--- src/rtl/ntt_bfly_scheduler.sv ---
// ntt_bfly_scheduler
//   Address/twiddle sequencer for an in-place radix-2 NTT over N = 2**LOG_N
//   coefficients. Walks LOG_N stages of N/2 butterflies each and presents one
//   butterfly per cycle under a valid/ready handshake.
//
//   Forward (mode 0, Cooley-Tukey):    len = N >> (s+1), zeta = N/(2*len) + g
//   Inverse (mode 1, Gentleman-Sande): len = 1 << s,     zeta = N/len - 1 - g,
//                                      negated twiddle
//
// Ports
//   clk_i, rst_i          clock, asynchronous active-high reset
//   start_i, mode_i       launch a transform (sampled in IDLE only), direction
//   ready_i               downstream accepts the presented pair
//   valid_o               a butterfly is being presented
//   addr1_o, addr2_o      upper/lower coefficient addresses (addr2 = addr1 + len)
//   zeta_idx_o, zeta_neg_o twiddle ROM index and negate flag
//   is_GS_BU_o            butterfly type (latched mode)
//   stage_o               current stage
//   last_o                presented pair is the final butterfly
//   busy_o, done_o        running / one-cycle completion pulse
//
// Every output is decoded from registered state; ready_i and start_i only
// reach the next-state logic.
module ntt_bfly_scheduler #(
  parameter int LOG_N  = 8,
  parameter int ADDR_W = LOG_N
) (
  input  logic              clk_i,
  input  logic              rst_i,
  input  logic              start_i,
  input  logic              mode_i,
  input  logic              ready_i,
  output logic              valid_o,
  output logic [ADDR_W-1:0] addr1_o,
  output logic [ADDR_W-1:0] addr2_o,
  output logic [ADDR_W-1:0] zeta_idx_o,
  output logic              zeta_neg_o,
  output logic              is_GS_BU_o,
  output logic [2:0]        stage_o,
  output logic              last_o,
  output logic              busy_o,
  output logic              done_o
);

  localparam int N  = 1 << LOG_N;
  localparam int BW = LOG_N - 1;   // butterfly counter covers 0..N/2-1

  typedef enum logic [1:0] {IDLE, RUN, DONE} state_t;

  state_t          state_q, state_d;
  logic [2:0]      s_q, s_d;       // stage_o is 3 bits, so LOG_N <= 8
  logic [BW-1:0]   b_q, b_d;
  logic            mode_q, mode_d;

  logic            run, b_end, s_end, last_pair;

  assign run       = (state_q == RUN);
  assign b_end     = &b_q;
  assign s_end     = (s_q == 3'(LOG_N - 1));
  assign last_pair = b_end && s_end;

  // ---------------------------------------------------------------------------
  // Address / twiddle decode. lgl = log2(len); len is a power of two, so the
  // group/offset split of b is a shift and a mask.
  // ---------------------------------------------------------------------------
  logic [2:0]        lgl;
  logic [ADDR_W-1:0] b_ext, len, grp, off, a1, zeta;
  logic [ADDR_W:0]   n_over_l;     // N/len needs one extra bit when len = 1

  always_comb begin
    lgl      = mode_q ? s_q : (3'(LOG_N - 1) - s_q);
    b_ext    = ADDR_W'(b_q);
    len      = ADDR_W'(1) << lgl;
    grp      = b_ext >> lgl;
    off      = b_ext & (len - ADDR_W'(1));
    // Two shifts instead of (lgl+1): lgl+1 wraps in 3 bits when lgl = 7.
    a1       = ((grp << lgl) << 1) | off;
    n_over_l = (ADDR_W + 1)'(N) >> lgl;
    if (mode_q)
      zeta = ADDR_W'(n_over_l - (ADDR_W + 1)'(1) - {1'b0, grp});
    else
      // N/(2*len) = 2**s in forward mode.
      zeta = (ADDR_W'(1) << s_q) + grp;
  end

  // ---------------------------------------------------------------------------
  // FSM + counters
  // ---------------------------------------------------------------------------
  always_comb begin
    state_d = state_q;
    s_d     = s_q;
    b_d     = b_q;
    mode_d  = mode_q;
    case (state_q)
      IDLE: begin
        if (start_i) begin
          state_d = RUN;
          mode_d  = mode_i;
          s_d     = '0;
          b_d     = '0;
        end
      end
      RUN: begin
        if (ready_i) begin
          if (last_pair) begin
            state_d = DONE;
            s_d     = '0;
            b_d     = '0;
          end else if (b_end) begin
            b_d = '0;
            s_d = s_q + 3'd1;
          end else begin
            b_d = b_q + BW'(1);
          end
        end
      end
      DONE:    state_d = IDLE;
      default: state_d = IDLE;
    endcase
  end

  always_ff @(posedge clk_i or posedge rst_i) begin
    if (rst_i) begin
      state_q <= IDLE;
      s_q     <= '0;
      b_q     <= '0;
      mode_q  <= 1'b0;
    end else begin
      state_q <= state_d;
      s_q     <= s_d;
      b_q     <= b_d;
      mode_q  <= mode_d;
    end
  end

  // ---------------------------------------------------------------------------
  // Outputs: addressing is forced to zero outside RUN so idle/reset values are
  // clean rather than the stage-0 decode.
  // ---------------------------------------------------------------------------
  assign valid_o    = run;
  assign addr1_o    = run ? a1 : '0;
  assign addr2_o    = run ? (a1 + len) : '0;
  assign zeta_idx_o = run ? zeta : '0;
  assign zeta_neg_o = run && mode_q;
  assign is_GS_BU_o = mode_q;
  assign stage_o    = run ? s_q : '0;
  assign last_o     = run && last_pair;
  assign busy_o     = run;
  assign done_o     = (state_q == DONE);

endmodule

--- config.mk ---
export PLATFORM = sky130hd
export DESIGN_NAME = ntt_bfly_scheduler
export DESIGN_NICKNAME = d
export VERILOG_FILES = /design/src/rtl/ntt_bfly_scheduler.sv
export SDC_FILE = /design/constraint.sdc
export NUM_CORES = 1
export LEC_CHECK = 0
export BUFFER_PORTS_ARGS = -buffer_cell sky130_fd_sc_hd__buf_2
export CORE_AREA = 2 2 60 118
export CTS_CLUSTER_SIZE = 20
export DETAILED_ROUTE_END_ITERATION = 8
export DIE_AREA = 0 0 62 120
export GPL_TIMING_DRIVEN = 0
export SYNTH_ARGS = -nofsm -noshare
export SYNTH_HDL_FRONTEND = slang
export SYNTH_SLANG_ARGS = --single-unit
--- constraint.sdc ---
create_clock -name clk_i -period 3.2 [get_ports clk_i]
set_input_delay 0.16 -clock clk_i [delete_from_list [all_inputs] [get_ports clk_i]]
set_output_delay 0.16 -clock clk_i [all_outputs]
set_load 0.05 [all_outputs]
Word-level counts from Yosys, hierarchy flattened --
Cells that the tools add are included.
Storage, ports and cells: bits in registers 13, input port bits 5
Operators by class: muxes and demuxes 20, equality and inequality tests 7, $add $sub $neg 8, shift operators 5, bitwise logic cells 2, reduce and logical (&&, ||, !) cells 10
Operators by type and width (number):
- two-way mux 8 bit | 4
- two-way mux 7 bit | 4
- two-way mux 3 bit | 6
- adder 8 bit | 2
- << shifter 1 x 3 -> 8 bit (first input constant) | 2
- subtractor 8 x 1 -> 8 bit (second input constant) | 2
- case mux 7 bit (2 select lines) | 1
- >> shifter 9 x 3 -> 8 bit (first input constant) | 1
- AND 7 x 8 -> 8 bit | 1
- bitwise OR 8 bit | 1
- << shifter 8 x 3 -> 7 bit | 1
- >> shifter 7 x 3 -> 8 bit | 1
- subtractor 8 bit | 1
- adder 7 x 1 -> 7 bit (second input constant) | 1
- AND reduction 7 bit | 1
- two-way mux 2 bit | 3
- case mux 3 bit (2 select lines) | 1
- AND reduction 3 bit | 2
- != test 2 bit (second input constant) | 2
- case mux 2 bit (2 select lines) | 1
- AND reduction 4 bit | 1
- adder 3 x 1 -> 3 bit (second input constant) | 1
- == test 3 bit (second input constant) | 1
- logical AND 1 bit | 3
- 8 further kinds | 8

Longest topological paths before layout --
Gate-level depths: netlist of the first run.
depth in word-level cells 8, gate-level depth with buffers 18, mapped depth without buffers 15

Least setup slack after synthesis of the first run --
No wires, ideal clock.
kind reg2out, start register mode_q (netlist: is_GS_BU_o), end output port zeta_idx_o[6], data required time 3040 ps, path buffers 2, data arrival time 4275 ps, cell stages (with the launch flop) 18, setup slack -1235 ps, cell sequence dfrtp_1 -> buf_6 -> and2b_4 -> a21o_1 -> a221oi_2 -> o32ai_1 -> or2_1 -> buf_6 -> ha_1 -> inv_1 -> fa_1 -> nor2b_1 -> o21a_1 -> o21a_1 -> o21a_1 -> o21ai_0 -> a21oi_1 -> a211oi_1
Between the ends: longest elaborated chain between the ends 6, elaborated cells on any way between the ends 8, those cells by class add/sub (3); shift (2); mux (3)
RTL lines:
- start: declaration | RTL line 53 | logic mode_q, mode_d;
- start signal: assignment | RTL line 132 | mode_q <= mode_d;
- two-way mux 3 bit | RTL line 71 | lgl = mode_q ? s_q : (3'(LOG_N - 1) - s_q);
- >> shifter 9 x 3 -> 8 bit | RTL line 78 | n_over_l = (ADDR_W + 1)'(N) >> lgl;
- subtractor 8 x 1 -> 8 bit | RTL line 80 | zeta = ADDR_W'(n_over_l - (ADDR_W + 1)'(1) - {1'b0, grp});
- subtractor 8 bit | RTL line 80
- two-way mux 8 bit * | RTL line 79 | if (mode_q)
- two-way mux 8 bit * | RTL line 143 | assign zeta_idx_o = run ? zeta : '0;
- end: declaration | RTL line 36 | output logic [ADDR_W-1:0] zeta_idx_o,
Mark *: on every way between the ends. The rest lies on a longest branch, timed or not.

Worst setup path after layout of the first run --
Ends and elaborated chain as after synthesis.

==> results of run 1 <==
[kinds of logic (layout without fill, tap and decap cells)]
logic type / after synthesis / count (layout) / share of synthesized area (%)
mux: 13 / 13 / 5.58
buf+inv: 53 / 123 / 9.04
other cells: 1 / 1 / 0.133
xor+xnor: 20 / 20 / 6.73
flops: 13 / 13 / 11.5
simple gates: 151 / 151 / 26.9
compound gates: 110 / 110 / 28.0
fa+ha+maj: 26 / 26 / 12.1
[layout by cell type, fill, tap and decap left out, types with 7 or more instances in the layout]
master	instances
inv_1	17
dfrtp_1	11
clkbuf_1	9
nand2_1	28
mux2i_1	7
nor2b_1	7
xnor2_1	9
a21o_1	8
nor2_1	42
and2_1	10
nand3_1	7
o21ai_0	13
buf_6	21
nand2b_1	10
a21oi_1	20
buf_2	31
buf_4	27
ha_1	20
[final cells by class]
| type | instances | area, um2 | area share [%] |
|---|---|---|---|
| repair buffers | 67 | 524 | 13.4 |
| clock buffers | 4 | 78.8 | 2.01 |
| flip-flops and latches | 13 | 328 | 8.36 |
| inverters | 22 | 86.3 | 2.20 |
| plain buffers | 30 | 188 | 4.79 |
| well taps | 88 | 110 | 2.81 |
| multi-input cells | 321 | 2610 | 66.5 |
[power by group]
group	switching, W	leakage (nW)	internal [W]	total, W
registers	0.0000419	0.150	0.000207	0.000249
logic	0.00230	1.57	0.00150	0.00380
clock network	0.0000710	0.0382	0.000168	0.000239
total	0.00242	1.75	0.00188	0.00429
[critical path, delay by kind of cell, from the launching register on]
family / cells / cell delay, ns
buffers and inverters: 4 / 0.55
AOI/OAI and AO/OA: 7 / 1.10
adders and majority gates: 2 / 0.37
DFF: 1 / 0.43
and+or+nand+nor: 4 / 0.80
muxes: 1 / 0.24
[per-layer routing]
layer	wire (um)	share of wire [%]	vias up	global-route usage (%)
met5	0	0	-	0
met4	693	6.8	0	19.1
met1	3350	33	1464	25.2
met3	331	3.2	52	2.16
met2	5880	57	113	52.0
li1	-	-	1514	-
[sequential cells by signal, summed over array words and instances (netlist names)]
name / count
b_q: 7
s_q: 3
state_q: 2
is_GS_BU_o: 1
[per-stage QoR]
| stage | hold slack (ns) | instance area (um2) | power (W) | setup WS [ns] | utilization, % |
|---|---|---|---|---|---|
| finish | 0.140 | 3920 | 0.00429 | -0.700 | 59.7 |
| global route | 0.147 | 3920 | 0.00455 | -0.808 | 59.7 |
| CTS | 0.141 | 3760 | 0.00402 | -0.639 | 57.2 |
| detailed placement | 0.218 | 3260 | 0.00333 | -1.11 | 49.6 |
| global placement | 0.218 | 3260 | 0.00330 | -1.07 | 49.6 |
| floorplan | 0.0369 | 2960 | 0.00274 | -0.460 | - |
[worst paths after layout]
check	end	depth (start not counted)	startpoint
worst max-delay path	zeta_idx_o[6]	18	is_GS_BU_o
worst min-delay path	state_q[0]	2	ready_i
worst max register to register	s_q[2]	8	b_q[4]
worst min register to register	state_q[0]	1	state_q[1]
max in group asynchronous	s_q[2]	3	rst_i
min in group asynchronous	s_q[0]	3	rst_i
[timing repair]
action,4_1_cts,5_1_grt
endpoints found under the setup margin,17,13
hold buffers,1,0
hold endpoints to repair,13,0
resized for setup,69,33
pin swaps,19,16
setup buffers,24,5
==> flow_summary.toml, run 1 <==
[synthesis]
synth-edff-count = 0
syn_avg_cell_area_um2 = 7.30
synthCells = 387
syn_area_um2 = 2820
yosys.area.top_type = "dfrtp_1"
ys_warn_count = 0
synthTopCellsByArea = "dfrtp_1, ha_1, nor2_1"
synth_flop_cell = "dfrtp_1"
seq_area_frac_synth_pct = 11.5
synth_async_sr_flop_share_pct = 100
post-synth-top-count-cell = "nor2_1"
synth-seq-cells = 13
synth_top_area_share_pct = 11.5
syn-num-nets = 418
netlist_top_cells_count = "nor2_1, nand2_1, a21oi_1, ha_1, inv_1"
ys_types = 68

[route]
via_per_inst = 5.77
remaining_drc_errors = 0
wl_mm = 10.3
drt_iter0_drc = 117
first_pass_iters = 5
ant_nets = 0
vias = 3143
post_drt_wl_per_cell_um = 18.8

[global_routing]
antenna_found_initial = 0
grt_pass1_vias = 3114
grt_pass1_wl_mm = 15.1
grt.overflow.total = 0
grt.total_usage_pct = 27.7
grt_max_degree = 14

[floorplanning]
io_pins = 38
rows = 42
core_area_um2 = 6570
initial_core_util_pct = 43.0
die-height_um = 120
die_area_um2 = 7440
die_w_um = 62

[clock_network]
numCtsBuffers = 3
cts.sinks = 13
clk_latency_ns = 0.24
htree_levels = 1
cts_root_buf = "clkbuf_16"
cts_tree = "built"
clk_pin_slew_ns = 0.05
cts.path.max_buffers = 2

[finish]
fillers = 623
drive_above_1_share_pct = 36.3
instances_no_fill = 545
n_antenna_cell = 0
nNetsFinal = 489
syn2layout_area_growth_pct = 38.8

[outcome]
failed_checks = "negative setup slack"
status = "finished with violations"

[setup_path]
critPathMaxStageDelay_ns = 0.43
r2r_setup_slack_ns = 0.92
worstPathRequired_ns = 3.04
crit_path_max_fanout = 6
start_kind = "flop"
crit_chain = "buf_6, mux2i_4, o22ai_2, a21o_1, and2_4, or2_1, buf_6, ha_4, inv_2, fa_2, nor2b_1, o21a_1, o21a_1, o21a_1, or3_4, a21oi_4, a211oi_4, buf_6"
critPathCaptureType = "output pin"
critPathSlowestCell = "dfrtp_2"
cp.arrival_ns = 3.74
path_class = "reg -> out"

[sta]
slew_headroom_pct = 41.3
rsz0062_at_grt = "true"
setup_tns_ns = -4.18
hold_violations = 0
setup_viol = 10
worst_pin_slew_ns = 0.881
fin_crit_ns = 3.90
final_max_slew_viol_count = 0
fin_ws_ns = -0.700
finalCritPeriodShare_pct = 122
skew_ns = 0.00191
max_freq_ghz = 0.256

[power]
ir_drop_mv = 0.428
p_per_area_nw_per_um2 = 1100
cellLeakagePower_nw = 1.75

[placement]
place_congestion = 0.980
portBuffers = 37
placed_cells = 512
hpwlAfterDp_mm = 7.69

[flow_run]
drv_cap = 0

[hold_path]
hold_class = "in -> reg"
Power figures use the tool's default switching activity.
==> run 2, diff against run 1 <==
- ABC_AREA: default -> 1
- CORE_AREA: 2 2 60 118 -> 2 2 55 109
- DIE_AREA: 0 0 62 120 -> 0 0 57 111
- MAX_ROUTING_LAYER: default -> met4
- PLACE_DENSITY: default -> 0.77
==> run 2 against run 1 <==
The run still ends with negative setup slack left; highest routed layer unchanged; total power shrank 17%; synthesized cell count grew 2.1%; critical path type unchanged; count of clock-buffer cells in the layout is the same; fmax is 13% higher; clock skew hardly changed; worst setup slack better by 0.46 ns; area after synthesis shrank 14%; largest cell class unchanged; via count decreased by 9.4%; non-clock buffer count down 4; clock power down 2%.
==> flow_summary.toml, run 2 <==
[outcome]
status = "finished with violations"
failed_checks = "negative setup slack"

[power]
ir_drop_mv = 0.991
combPwrFrac_pct = 85.2
cellLeakagePower_nw = 1.87
power.switching_w = 0.00211
p_int_w = 0.00145
swShare_pct = 59.3
p_per_area_nw_per_um2 = 1030
p_seq_share_pct = 8.3
p_clk_share_pct = 6.6

[finish]
instances_no_fill = 544
layout_common_cells = "nand2_1, inv_1, buf_4, nor2_1, buf_2"
top_register = "b_q"
n_antenna_cell = 0
nNetsFinal = 515
final_common_cell = "nand2_1"
postLayoutCoreUtil_pct = 62.3
syn2layout_area_growth_pct = 43.2
design_area_um2 = 3470
drive_above_1_share_pct = 39.8
largest_reg_flops = 7
reg.largest.list = "b_q (7), s_q (3), state_q (2)"

[route]
remaining_drc_errors = 0
drt_iter0_drc = 236
vias = 2846
post_drt_wl_per_cell_um = 14.6
first_pass_iters = 4
ant_nets = 0
via_per_inst = 5.23
wl_mm = 7.94

[clock_network]
cts_tree = "built"
cts_root_buf = "clkbuf_16"
htree_levels = 1
clk_latency_ns = 0.24
clk_pin_slew_ns = 0.04
cts.path.max_buffers = 2
cts.sinks = 13
numCtsBuffers = 3

[setup_path]
crit_path_start = "is_GS_BU_o"
r2r_start = "b_q[3]"
start_kind = "flop"
path_class = "reg -> out"
worstPathRequired_ns = 3.04
worst_r2r_endpoint = "s_q[0]"
r2r_setup_slack_ns = 1.27
critPathCaptureType = "output pin"
cp.arrival_ns = 3.28
crit_path_max_fanout = 7
ff2ff_path_depth = 8
cp-endpoint = "addr2_o[7]"

[floorplanning]
io_pins = 38
rows = 39
die_area_um2 = 6330
initial_core_util_pct = 43.5
core_area_um2 = 5560
die-height_um = 111
die_w_um = 57

[sta]
final_max_slew_viol_count = 0
finalCritPeriodShare_pct = 107
worst_pin_slew_ns = 0.613
skew_ns = 0.00192
rsz0062_at_grt = "true"
fin_crit_ns = 3.44
fin_ws_ns = -0.239
slew_headroom_pct = 59.2
setup_viol = 8
hold_violations = 0
max_freq_ghz = 0.291

[synthesis]
yosys.area.top_type = "nand2_1"
syn_avg_cell_area_um2 = 6.13
synthTopCellsByArea = "nand2_1, dfrtp_1, ha_1"
synthCells = 395
netlist_top_cells_count = "nand2_1, inv_1, nor2_1, nand3_1"
synth_flop_cell = "dfrtp_1"
synth_async_sr_flop_share_pct = 100
post-synth-top-count-cell = "nand2_1"
seq_area_frac_synth_pct = 13.4
synth-seq-cells = 13
syn_area_um2 = 2420
syn-num-nets = 426
synth_top_area_share_pct = 15.2
ys_warn_count = 0
synth-edff-count = 0
ys_types = 39

[global_routing]
grt.overflow.total = 0
grt_pass1_wl_mm = 12.2
grt.total_usage_pct = 24.2
grt_pass1_vias = 2789
grt_max_degree = 14
antenna_found_initial = 0

[placement]
place_congestion = 0.931
placed_cells = 493
portBuffers = 37
dpl_cell_area_um2 = 2710
hpwlAfterDp_mm = 5.16

[hold_path]
hold_class = "in -> reg"

[flow_run]
drv_cap = 0
run 2: changes by cell type in the layout (fill, tap and decap cells not counted), sizes merged, moves of 10 or more:
cell and delta:
xnor2 -14, nand3 +26, nand2b -11, and2 -12, clkbuf -10, nand2 +89
inv +45
run 2: layout make-up:
| type | instances | area (um2) |
|---|---|---|
| tap | 61 | 76.3 |
| multi-input combinational | 305 | 2010 |
| inverter | 68 | 273 |
| fill | 499 | 2100 |
| sequential | 13 | 329 |
| clock buffer | 4 | 78.8 |
| timing repair buffer | 85 | 619 |
| buffer | 8 | 83.8 |
run 2: worst min path at each step:
stage             from         end  slack, ns  cells after the start
2_1_floorplan    rst_i      b_q[0]       0.04                      1
5_1_grt         mode_i  is_GS_BU_o       0.20                      3
3_3_place_gp     rst_i      b_q[0]       0.20                      2
6_report       ready_i  state_q[1]       0.18                      3
4_1_cts        ready_i  state_q[1]       0.17                      3
3_5_place_dp     rst_i      b_q[2]       0.20                      2
run 2: power groups by stage:
stage               clock [W]  sequential, W  combinational [W]
floorplan                   0       0.000266            0.00190
global placement            0       0.000283            0.00231
detailed placement          0       0.000285            0.00233
CTS                  0.000239       0.000291            0.00273
global route         0.000244       0.000302            0.00324
finish               0.000234       0.000295            0.00304
run 2: repair_timing:
action | in CTS | in global routing
setup buffers | 39 | 9
resized for setup | 51 | 41
setup endpoints to repair | 8 | 12
hold buffers | 1 | 0
pin swaps | 17 | 26
endpoints found under the hold margin | 13 | 0
run 2: logic make-up (layout without fill, tap and decap cells):
group / after synthesis / after routing / share of synthesized area [%]
simple gates: 217 / 217 / 43.3
compound gates: 57 / 57 / 13.1
other cells: 1 / 1 / 0.155
buf+inv: 77 / 165 / 14.6
flops: 13 / 13 / 13.4
fa+ha+maj: 26 / 26 / 14.1
xor+xnor: 4 / 4 / 1.45
run 2: per-stage QoR:
stage / power [W] / setup slack (ns) / setup TNS [ns] / hold slack [ns]
floorplan: 0.00216 / -0.0921 / -0.148 / 0.0369
global placement: 0.00259 / -0.275 / -0.573 / 0.197
detailed placement: 0.00261 / -0.329 / -0.727 / 0.199
CTS: 0.00326 / -0.144 / -0.565 / 0.173
global route: 0.00379 / -0.399 / -2.19 / 0.203
finish: 0.00356 / -0.239 / -0.729 / 0.178
run 2: critical path, stage by stage (launching register included):
cell,delay (ns)
dfrtp_2,0.49
inv_8,0.12
nand2_4,0.07
nand2_8,0.07
buf_8,0.12
nand3_1,0.12
nand2_2,0.14
nand2_1,0.09
nand2_2,0.13
buf_4,0.14
nand2_1,0.07
nand2_1,0.08
nand3_1,0.11
nand2_1,0.14
ha_4,0.22
inv_2,0.08
nor2_1,0.05
o21ai_2,0.14
nand2_1,0.07
nand2_1,0.06
nand2_1,0.06
inv_2,0.08
nand3_2,0.08
nand2_2,0.09
nor2_4,0.04
buf_6,0.15
run 2: routing by layer:
layer | GRT usage, % | vias up | share of wire, %
met5 | - | - | 0
li1 | - | 1435 | -
met1 | 26.9 | 1290 | 38
met2 | 43.5 | 98 | 55
met4 | 10.2 | 0 | 3.4
met3 | 1.17 | 23 | 3.8
==> run 3, diff against run 2 <==
- PLACE_DENSITY: 0.77 -> 0.74
- SKIP_CTS_REPAIR_TIMING: default -> 1
- clock period: 3.2 -> 3.85 ns (I/O delays scaled with it)
==> run 3 against run 2 <==
The flow finishes with violations (negative hold slack); first-iteration DRC count down 56%; core utilization down 12 points; clock skew up 0.0025 ns; sequential share of layout area up 2.1 points; total power down 33%; final area down 19%; via count down 11%; largest cell class unchanged.
==> flow_summary.toml, run 3 (synthesized netlist as in run 2, its figures left out) <==
[outcome]
status = "finished with violations"
failed_checks = "negative hold slack"

[flow_run]
drv_cap = 0

[global_routing]
grt.total_usage_pct = 20.7
grt_pass1_wl_mm = 10.4
grt_max_degree = 14
antenna_found_initial = 0
grt_pass1_vias = 2287
grt.overflow.total = 0

[finish]
final_common_cell = "nand2_1"
syn2layout_area_growth_pct = 16.1
instances_no_fill = 499
fillers = 598
top_register = "b_q"
drive_above_1_share_pct = 22.8
largest_reg_flops = 7
n_antenna_cell = 0
nNetsFinal = 470
layout_common_cells = "nand2_1, inv_1, nor2_1, buf_2, nand3_1"
reg.largest.list = "b_q (7), s_q (3), state_q (2)"
postLayoutCoreUtil_pct = 50.5

[clock_network]
cts.path.max_buffers = 2
clk_pin_slew_ns = 0.04
cts.sinks = 13
numCtsBuffers = 3
htree_levels = 1
cts_root_buf = "clkbuf_16"
cts_tree = "built"
clk_latency_ns = 0.24

[setup_path]
critPathCaptureType = "output pin"
path_class = "reg -> out"
worstPathRequired_ns = 3.66
cp.arrival_ns = 3.43
crit_path_max_fanout = 10
start_kind = "flop"

[placement]
hpwlAfterDp_mm = 5.21
post-place-ws_ns = 0.264
place_congestion = 0.938
placed_cells = 493
portBuffers = 37

[sta]
final_max_slew_viol_count = 0
whs_ns = -0.0371
worst_pin_slew_ns = 0.544
rsz0062_at_grt = "true"
fin_ws_ns = 0.230
skew_ns = 0.00437
finalCritPeriodShare_pct = 94.0
setup_viol = 0
hold_violations = 13
fin_crit_ns = 3.62
slew_headroom_pct = 63.7
max_freq_ghz = 0.276

[power]
ir_drop_mv = 0.762
p_per_area_nw_per_um2 = 849
cellLeakagePower_nw = 1.60
p_total_w = 0.00239

[route]
via_per_inst = 5.07
vias = 2530
ant_nets = 0
first_pass_iters = 4
remaining_drc_errors = 0
wl_mm = 6.22
post_drt_wl_per_cell_um = 12.5
drt_iter0_drc = 105

[floorplanning]
initial_core_util_pct = 43.5
rows = 39
die_area_um2 = 6330
die_w_um = 57
core_area_um2 = 5560
io_pins = 38
die-height_um = 111

[hold_path]
hold_class = "in -> async"
==> run 3: cell count changes in the layout (fill, tap and decap cells not counted), sizes merged <==
cell / previous run / this run
buf: 90 / 46
dlygate4sd3: 1 / 0
==> run 3: final cells by class <==
type | count | area [um2] | share of cell area, %
plain buffers | 9 | 95.1 | 3.38
clock buffers | 4 | 78.8 | 2.80
inverters | 68 | 265 | 9.44
multi-input cells | 305 | 1760 | 62.6
flip-flops and latches | 13 | 327 | 11.6
well taps | 61 | 76.3 | 2.72
repair buffers | 39 | 209 | 7.44
==> run 3: power breakdown <==
part / leakage, nW / internal, W / switching (W)
clock: 0.0382 / 0.000139 / 0.0000521
combinational: 1.41 / 0.000556 / 0.00140
sequential: 0.150 / 0.000177 / 0.0000594
total: 1.60 / 0.000872 / 0.00151
==> run 3: routing by layer <==
layer  vias up  routed length [um]  global-route usage [%]
li1       1344                   -                       -
met1      1134                2610                    24.9
met2        48                3420                    37.8
met3         4                 159                    1.17
met4         0                  32                    3.26
met5         -                   0                       -
==> run 3: path summary, 6_finish.rpt <==
kind	slack, ns	start	to	depth (start not counted)
min in group clk_i	0.21	ready_i	state_q[1]	3
hold / removal	-0.04	rst_i	state_q[0]	2
setup / recovery	0.23	is_GS_BU_o	addr2_o[7]	27
setup reg to reg	1.98	state_q[0]	b_q[5]	9
hold reg to reg	0.58	s_q[0]	s_q[0]	1
max in group asynchronous	3.54	rst_i	s_q[0]	2
==> run 3: worst max-delay path: stages, from the launching register on <==
cell and delay (ns):
dfrtp_1 0.38, buf_6 0.15, inv_8 0.08, nand2_4 0.05
nand2_4 0.13, buf_8 0.17, nand2_4 0.07, inv_2 0.07
nand2_1 0.05, nand4_1 0.12, nand2_2 0.11, nand2_2 0.09
nand2_1 0.06, nand2_1 0.07, nand2_1 0.05, ha_1 0.30
nand2_1 0.10, nand2_1 0.08, a21oi_2 0.18, nor2_1 0.06
o21ai_1 0.18, nand3b_1 0.10, nand2_1 0.08, inv_1 0.05
nand3_1 0.07, nand2_1 0.06, nor2_2 0.11, buf_6 0.17
==> run 3: metrics by stage <==
step | area [um2] | TNS, ns | hold WS [ns]
CTS | 2760 | -0.0123 | -0.0209
floorplan | 2420 | 0 | 0.0695
global route | 2810 | -0.0885 | 0.0308
detailed placement | 2680 | 0 | 0.232
global placement | 2680 | 0 | 0.232
finish | 2810 | 0 | -0.0371
